### src/rtl/decoder_3x8_pulse_if.sv
// decoder_3x8_pulse_if
// Code/strobe bundle between an event source (master) and decoder_3x8_pulse (slave).
//   a       : 3-bit encoded line index, qualified by valid
//   valid   : code on a is valid
//   ready   : decoder can accept a code this cycle
//   d       : one-hot decoded strobe bus
//   busy    : pulse or gap in progress
//   overrun : sticky flag, valid seen while not ready (optional feature)
//   ovr_clr : synchronous clear for overrun
interface decoder_3x8_pulse_if;
    logic [2:0] a;
    logic       valid;
    logic       ready;
    logic [7:0] d;
    logic       busy;
    logic       overrun;
    logic       ovr_clr;

    modport master (
        output a, valid, ovr_clr,
        input  ready, d, busy, overrun
    );

    modport slave (
        input  a, valid, ovr_clr,
        output ready, d, busy, overrun
    );
endinterface

### src/rtl/decoder_3x8_pulse.sv
// decoder_3x8_pulse
// Sequential 3-to-8 decoder. Accepts a code on a valid/ready handshake, drives the
// matching one-hot line of d for PULSE_LEN cycles, then forces GAP_LEN cycles of
// all-zero output before the next code can be accepted.
//
// Ports:
//   clk    : clock, rising edge
//   rst_n  : asynchronous active-low reset
//   bus    : decoder_3x8_pulse_if.slave (a, valid, ready, d, busy, overrun, ovr_clr)
//
// Optional feature macro: DECODER_OVERRUN_DETECT_EN
//   defined   : overrun sets on an edge with valid=1 and ready=0, cleared by ovr_clr
//               (clear wins over set)
//   undefined : overrun tied to 0, ovr_clr ignored
//
// state | meaning
// ------+-------------------------------------------------
// IDLE  | d=0, ready=1, waiting for valid
// PULSE | d=1<<code, counter runs down the pulse length
// GAP   | d=0, counter runs down the forced idle gap
module decoder_3x8_pulse #(
    parameter int CNT_W     = 8,
    parameter int PULSE_LEN = 4,
    parameter int GAP_LEN   = 2
) (
    input  logic                 clk,
    input  logic                 rst_n,
    decoder_3x8_pulse_if.slave   bus
);

    typedef enum logic [1:0] {
        IDLE  = 2'd0,
        PULSE = 2'd1,
        GAP   = 2'd2
    } state_t;

    // Counter is loaded with length-1 so that terminal count (0) is the last cycle.
    localparam logic [CNT_W-1:0] PULSE_LOAD = CNT_W'(PULSE_LEN - 1);
    localparam logic [CNT_W-1:0] GAP_LOAD   = (GAP_LEN > 0) ? CNT_W'(GAP_LEN - 1) : '0;

    state_t           state, state_nxt;
    logic [CNT_W-1:0] cnt, cnt_nxt;
    logic [7:0]       d_q, d_nxt;

    always_ff @(posedge clk or negedge rst_n) begin
        if (!rst_n) begin
            state <= IDLE;
            cnt   <= '0;
            d_q   <= 8'h00;
        end else begin
            state <= state_nxt;
            cnt   <= cnt_nxt;
            d_q   <= d_nxt;
        end
    end

    // d is the registered decode of the latched code, so it doubles as the code latch.
    always_comb begin
        state_nxt = state;
        cnt_nxt   = cnt;
        d_nxt     = d_q;
        unique case (state)
            IDLE: begin
                d_nxt = 8'h00;
                if (bus.valid) begin
                    state_nxt = PULSE;
                    cnt_nxt   = PULSE_LOAD;
                    d_nxt     = 8'h01 << bus.a;
                end
            end
            PULSE: begin
                if (cnt != '0) begin
                    cnt_nxt = cnt - 1'b1;
                end else begin
                    d_nxt = 8'h00;
                    if (GAP_LEN > 0) begin
                        state_nxt = GAP;
                        cnt_nxt   = GAP_LOAD;
                    end else begin
                        state_nxt = IDLE;
                    end
                end
            end
            GAP: begin
                d_nxt = 8'h00;
                if (cnt != '0) begin
                    cnt_nxt = cnt - 1'b1;
                end else begin
                    state_nxt = IDLE;
                end
            end
            default: begin
                state_nxt = IDLE;
                cnt_nxt   = '0;
                d_nxt     = 8'h00;
            end
        endcase
    end

    // Handshake outputs come from the state register only.
    assign bus.ready = (state == IDLE);
    assign bus.busy  = (state != IDLE);
    assign bus.d     = d_q;

`ifdef DECODER_OVERRUN_DETECT_EN
    logic ovr_q;

    always_ff @(posedge clk or negedge rst_n) begin
        if (!rst_n) begin
            ovr_q <= 1'b0;
        end else if (bus.ovr_clr) begin
            ovr_q <= 1'b0;
        end else if (bus.valid && (state != IDLE)) begin
            ovr_q <= 1'b1;
        end
    end

    assign bus.overrun = ovr_q;
`else
    logic unused_ovr_clr;

    assign unused_ovr_clr = bus.ovr_clr;
    assign bus.overrun    = 1'b0;
`endif

endmodule

### src/flat_wrapper.sv
// flat-port wrapper written by rule: the top's interface ports become plain ports
module decoder_3x8_pulse_flat 
#(
    parameter int CNT_W     = 8,
    parameter int PULSE_LEN = 4,
    parameter int GAP_LEN   = 2
)
  (clk, rst_n, bus_a, bus_valid, bus_ovr_clr, bus_ready, bus_d, bus_busy, bus_overrun);
  decoder_3x8_pulse_if bus_i ();
  input  logic clk;
  input  logic rst_n;
  input wire logic [$bits(bus_i.a)-1:0] bus_a;
  input wire logic [$bits(bus_i.valid)-1:0] bus_valid;
  input wire logic [$bits(bus_i.ovr_clr)-1:0] bus_ovr_clr;
  output wire logic [$bits(bus_i.ready)-1:0] bus_ready;
  output wire logic [$bits(bus_i.d)-1:0] bus_d;
  output wire logic [$bits(bus_i.busy)-1:0] bus_busy;
  output wire logic [$bits(bus_i.overrun)-1:0] bus_overrun;
  assign bus_i.a = bus_a;
  assign bus_i.valid = bus_valid;
  assign bus_i.ovr_clr = bus_ovr_clr;
  assign bus_ready = bus_i.ready;
  assign bus_d = bus_i.d;
  assign bus_busy = bus_i.busy;
  assign bus_overrun = bus_i.overrun;
  decoder_3x8_pulse #(.CNT_W(CNT_W), .PULSE_LEN(PULSE_LEN), .GAP_LEN(GAP_LEN)) u_core (.clk(clk), .rst_n(rst_n), .bus(bus_i));
endmodule
### config.mk
export PLATFORM = sky130hd
export DESIGN_NAME = decoder_3x8_pulse_flat
export DESIGN_NICKNAME = d
export VERILOG_FILES = /design/src/rtl/decoder_3x8_pulse_if.sv /design/src/rtl/decoder_3x8_pulse.sv /design/src/flat_wrapper.sv
export SDC_FILE = /design/constraint.sdc
export NUM_CORES = 1
export LEC_CHECK = 0
export BUFFER_PORTS_ARGS = -buffer_cell sky130_fd_sc_hd__buf_2
export CORE_UTILIZATION = 35
export CTS_BUF_LIST = sky130_fd_sc_hd__clkbuf_4 sky130_fd_sc_hd__clkbuf_8
export CTS_CLUSTER_SIZE = 24
export DETAILED_ROUTE_END_ITERATION = 6
export PLACE_DENSITY = 0.6
export SLEW_MARGIN = 30
export SYNTH_ARGS = -nofsm -noshare
export SYNTH_HDL_FRONTEND = slang
export SYNTH_SLANG_ARGS = --single-unit
### constraint.sdc
create_clock -name clk -period 2.65 [get_ports clk]
set_input_delay 0.1325 -clock clk [delete_from_list [all_inputs] [get_ports clk]]
set_output_delay 0.1325 -clock clk [all_outputs]
set_load 0.03 [all_outputs]
; Word level (Yosys, flattened, before mapping)
; Cells that the tools add are included.
[totals]
regBits = 18
input_bits = 7
word_cells = 27
[op_classes]
add_sub_neg = 1
n_eq_ne = 6
shifts = 1
mux = 11
n_reduce_logical = 5
[ops]
columns = operator, n
row1 = two-way mux 8 bit, 5
row2 = case mux 8 bit (3 select lines), 1
row3 = case mux 8 bit (2 select lines), 1
row4 = nonzero test 8 bit, 1
row5 = "<< shifter 1 x 3 -> 8 bit, first input constant", 1
row6 = "subtractor 8 x 1 -> 8 bit, second input constant", 1
row7 = two-way mux 2 bit, 3
row8 = "!= test 2 bit, second input constant", 3
row9 = case mux 2 bit (3 select lines), 1
row10 = AND reduction 3 bit, 1
row11 = "equality test 2 x 1 -> 1 bit, second input constant", 1
row12 = "equality test 2 bit, second input constant", 1
row13 = logical NOT 2 bit, 1
row14 = "!= test 2 x 1 -> 1 bit, second input constant", 1
row15 = AND reduction 2 bit, 1
row16 = nonzero test 2 bit, 1

; Depth between registers and ports, before layout
[logic_depth]
word_depth = 3
mapped_depth = 7

; Least setup slack after synthesis
; Ideal clock, no wire load.
[synth_path]
path_type = register -> register
startpoint = register u_core.state[1]
endpoint = register u_core.cnt[0]
arrival_ps = 1683
setup_slack_ps = 868
stages_incl_launch_ff = 5
n_path_buf = 1
path_cell_list = dfrtp_1 buf_2 nor2_1 inv_1 a311oi_1
[synth_between]
elab_chain_len = 3
[synth_rtl]
columns = item, line_no
row1 = start: declaration, decoder_3x8_pulse.sv:41  ; state_t state, state_nxt;
row2 = start signal: assignment, decoder_3x8_pulse.sv:51  ; state <= state_nxt;
row3 = logical NOT 2 bit (*), --
row4 = via bus_ready, flat_wrapper.sv:15  ; output wire logic [$bits(bus_i.ready)-1:0] bus_ready;
row5 = != test 2 bit (no line), --
row6 = AND reduction 2 bit (no line), --
row7 = end signal: assignment, decoder_3x8_pulse.sv:52  ; cnt <= cnt_nxt;
row8 = end: declaration, decoder_3x8_pulse.sv:42  ; logic [CNT_W-1:0] cnt, cnt_nxt;
; Mark *: on every way through the listed nets, which the timed path passes. The rest lies on a longest branch.
; A chain may end at the register's enable or synchronous reset.

; Final worst setup path
[layout_path]
startpoint = register u_core.cnt[0]
endpoint = register u_core.cnt[2]
[layout_between]
elab_chain_len = 3
[layout_rtl]
columns = item, line_no
row1 = subtractor 8 x 1 -> 8 bit or nonzero test 8 bit (tied branches), --
row2 = two-way mux 8 bit (tied with other cells), decoder_3x8_pulse.sv:86  ; if (cnt != '0) begin
row3 = case mux 8 bit (3 select lines) or AND reduction 2 bit (tied branches), --
; Several ways; a longest one is shown, not always the timed one. The select of a mux whose other input is x is not followed.

==> run_results.csv <==
group,metric,value,unit
logic_synthesis,synthCells,100,
logic_synthesis,ys_seq_elements,18,
floorplanning,placement_rows,19,
floorplanning,die_x,56.54,µm
placed_design,placed_cell_area,1120,µm²
drt,drt-wirelength-per-cell,15.15,µm
status,status,"complete, no violations",
drt,drc,0,
layout,area_growth,12.02,%
logic_synthesis,syn_nets,109,
timing,hold_viol_final,0,
critical_path,crit_required,2.84,ns
drt,num_vias,812,
logic_synthesis,async_flop_share,1.000,
clocking,cts_setup_buffers,0,
power_and_ir_drop,p_total,1.387,mW
floorplanning,core,2781,µm²
placed_design,gp_congestion,0.7568,
min_path,worstHoldStart,"bus_a[0]",
global_routing,grt_use_total,0.1464,
floorplanning,die-height,56.54,µm
critical_path,cpMaxStageDelayCell,"nor3b_2",
power_and_ir_drop,p_sw_frac,0.4830,
logic_synthesis,ys.flop_type,"dfrtp_1",
layout,final_cell_mix,"dfrtp_1, buf_2, nor2_1",
job,drv_cap,0,
critical_path,critPathKind,"reg2reg",
timing,worst_slew_pin_slew,0.6345,ns
logic_synthesis,ys_warn_count,0,
timing,maxSlewHeadroom,0.5751,
layout,layout.cells.non_filler,146,
layout,final_area,1166,µm²
logic_synthesis,syn_avg_cell_area,10.41,µm²
drt,final_antenna_net_count,0,
critical_path,path_cells,"inv_1, ha_1, nor3b_2, a21oi_2, o21ai_0, mux2i_1",
layout,drive_above_1_share,0.2435,
layout,nets,125,
logic_synthesis,ys_seq_area_frac,0.4327,
drt,drt_pass1_iterations,4,
critical_path,cp-start-kind,"flop",
min_path,hp-class,"in2reg",
logic_synthesis,synth_area,1041,µm²
clocking,clkSinkCount,18,
power_and_ir_drop,internal-power,0.7170,mW
placed_design,port_buffers,15,
timing,slew_viol_final,0,
timing,setup-tns-final,0,ns
critical_path,cp.arrival,2.28,ns
timing,rsz0062_at_grt,"no",
critical_path,crit_start,"u_core.cnt[0]",
global_routing,grt_pass1_vias,833,
clocking,path_clk_slew,0.11,ns
clocking,clk_latency,0.30,ns
clocking,numCtsBuffers,3,
critical_path,critPathTopFamily,"compound AO/OA/AOI/OAI gates",
global_routing,grt_overflow,0,
timing,setup_violations,0,
power_and_ir_drop,combPwrFrac,0.522,
floorplanning,dieArea,3196,µm²
drt,drt_iter0_markers,19,
critical_path,slowest_delay,0.53,ns
clocking,cts_tree,"built",
global_routing,grt_pass1_wl,3.815,mm
placed_design,hpwlAfterDp,1.583,mm
critical_path,r2r_start,"u_core.cnt[0]",
power_and_ir_drop,peakVddDrop,487.2,µV
layout,utilization,0.4193,
power_and_ir_drop,pwr_density_cell,1189,nW/µm²
clocking,htreeDepth,1,
power_and_ir_drop,p_switching,0.6699,mW
global_routing,grt_max_degree,19,
timing,fmaxAchievable,0.4780,GHz
clocking,cts_buffer_depth,2,
power_and_ir_drop,power_frac_clock,0.128,
floorplanning,io_pins,18,
drt,wl,2.212,mm
layout,mostFrequentLayoutCell,"dfrtp_1",
critical_path,worst-path-buf-inv,1,
placed_design,placed_cells,141,
logic_synthesis,synth_cell_types,47,
logic_synthesis,synth_edf_count,0,
layout,antennaDiodeCount,0,
floorplanning,start_util,0.3743,
drt,routed_via_density,5.562,
global_routing,antenna_found_initial,0,
clocking,root_buffer,"clkbuf_4",
power_and_ir_drop,leakagePower,0.5549,nW
timing,final_min_period_over_clock_period,0.7895,
critical_path,critPathCaptureType,"flop",
critical_path,path_max_fanout,13,
timing,min_period,2.092,ns
power_and_ir_drop,pwr-share-seq,0.350,
clocking,post_cts_resized,0,
timing,skew,0.002865,ns
[logic make-up after synthesis]
group	Yosys count	synth area share
multiplexers	2	0.01923
other	1	0.003602
XOR/XNOR	1	0.008415
buffers and inverters	11	0.05528
adder cells (fa/ha/maj)	2	0.02403
AND/OR/NAND/NOR	30	0.1827
flip-flops	18	0.4327
AO/OA/AOI/OAI	35	0.2740
[registers in the layout, summed over array words and instances, names as in the netlist]
| name | flops |
|---|---|
| u_core.bus.d | 8 |
| u_core.state | 2 |
| u_core.cnt | 8 |
[repair_timing]
| item | in CTS | in global routing |
|---|---|---|
| hold buffers | 1 | 0 |
| endpoints found under the setup margin | 0 | 0 |
| endpoints found under the hold margin | 18 | 0 |
[through the flow]
step / hold WS [ns] / worst slack [ns]
detailed placement: 0.09683 / 0.5434
global placement: 0.08762 / 0.6409
floorplan: -0.1631 / 0.8678
finish: 0.1246 / 0.5578
global route: 0.1406 / 0.3213
CTS: 0.1279 / 0.5363
[routing by layer]
metal / up-vias / global-route usage / wire length (µm)
met5: - / 0 / 0
met4: 0 / 0.03833 / 19
met3: 2 / 0.02074 / 39
met2: 9 / 0.2353 / 1099
met1: 394 / 0.2055 / 1054
li1: 407 / - / -
[synth_stat cells, types with 2 or more instances]
cell type / number / area (µm²)
a21o_1: 2 / 15.01
a21oi_1: 3 / 15.01
a22o_1: 7 / 61.31
a32o_1: 3 / 30.03
and3_1: 2 / 12.51
dfrtp_1: 18 / 450.4
ha_1: 2 / 25.02
inv_1: 5 / 18.77
mux2i_1: 2 / 20.02
nand2_1: 2 / 7.510
nand3_1: 2 / 10.01
nor2_1: 8 / 30.03
nor2b_1: 2 / 12.51
nor3_1: 3 / 15.01
o211ai_1: 2 / 15.01
o21ai_0: 3 / 15.01
o21ai_1: 4 / 20.02
[final timing paths]
| path | slack, ns | cells past startpoint | to |
|---|---|---|---|
| min in group asynchronous | 0.31 | 2 | u_core.state[1] |
| worst min register to register | 0.50 | 1 | u_core.bus.d[3] |
| worst max register to register | 0.56 | 6 | u_core.cnt[2] |
| max in group asynchronous | 2.05 | 2 | u_core.bus.d[0] |
| worst max-delay path | 0.56 | 6 | u_core.cnt[2] |
| worst min-delay path | 0.12 | 2 | u_core.bus.d[7] |
[final cells by class]
type                       instances  area (µm²)
tap                               31       38.79
fill                             272        1615
inverter                           6       22.52
clock buffer                       4       36.28
timing repair buffer              16       85.08
sequential                        18       450.4
multi-input combinational         71       533.0
[power groups by stage]
stage | Clock, mW | Combinational (mW) | Sequential [mW]
4_1_cts | 0.179 | 0.728 | 0.482
2_1_floorplan | 0 | 0.619 | 0.457
6_report | 0.177 | 0.724 | 0.486
5_1_grt | 0.187 | 0.810 | 0.500
3_3_place_gp | 0 | 0.707 | 0.485
3_5_place_dp | 0 | 0.726 | 0.489
Power figures use the tool's default switching activity.
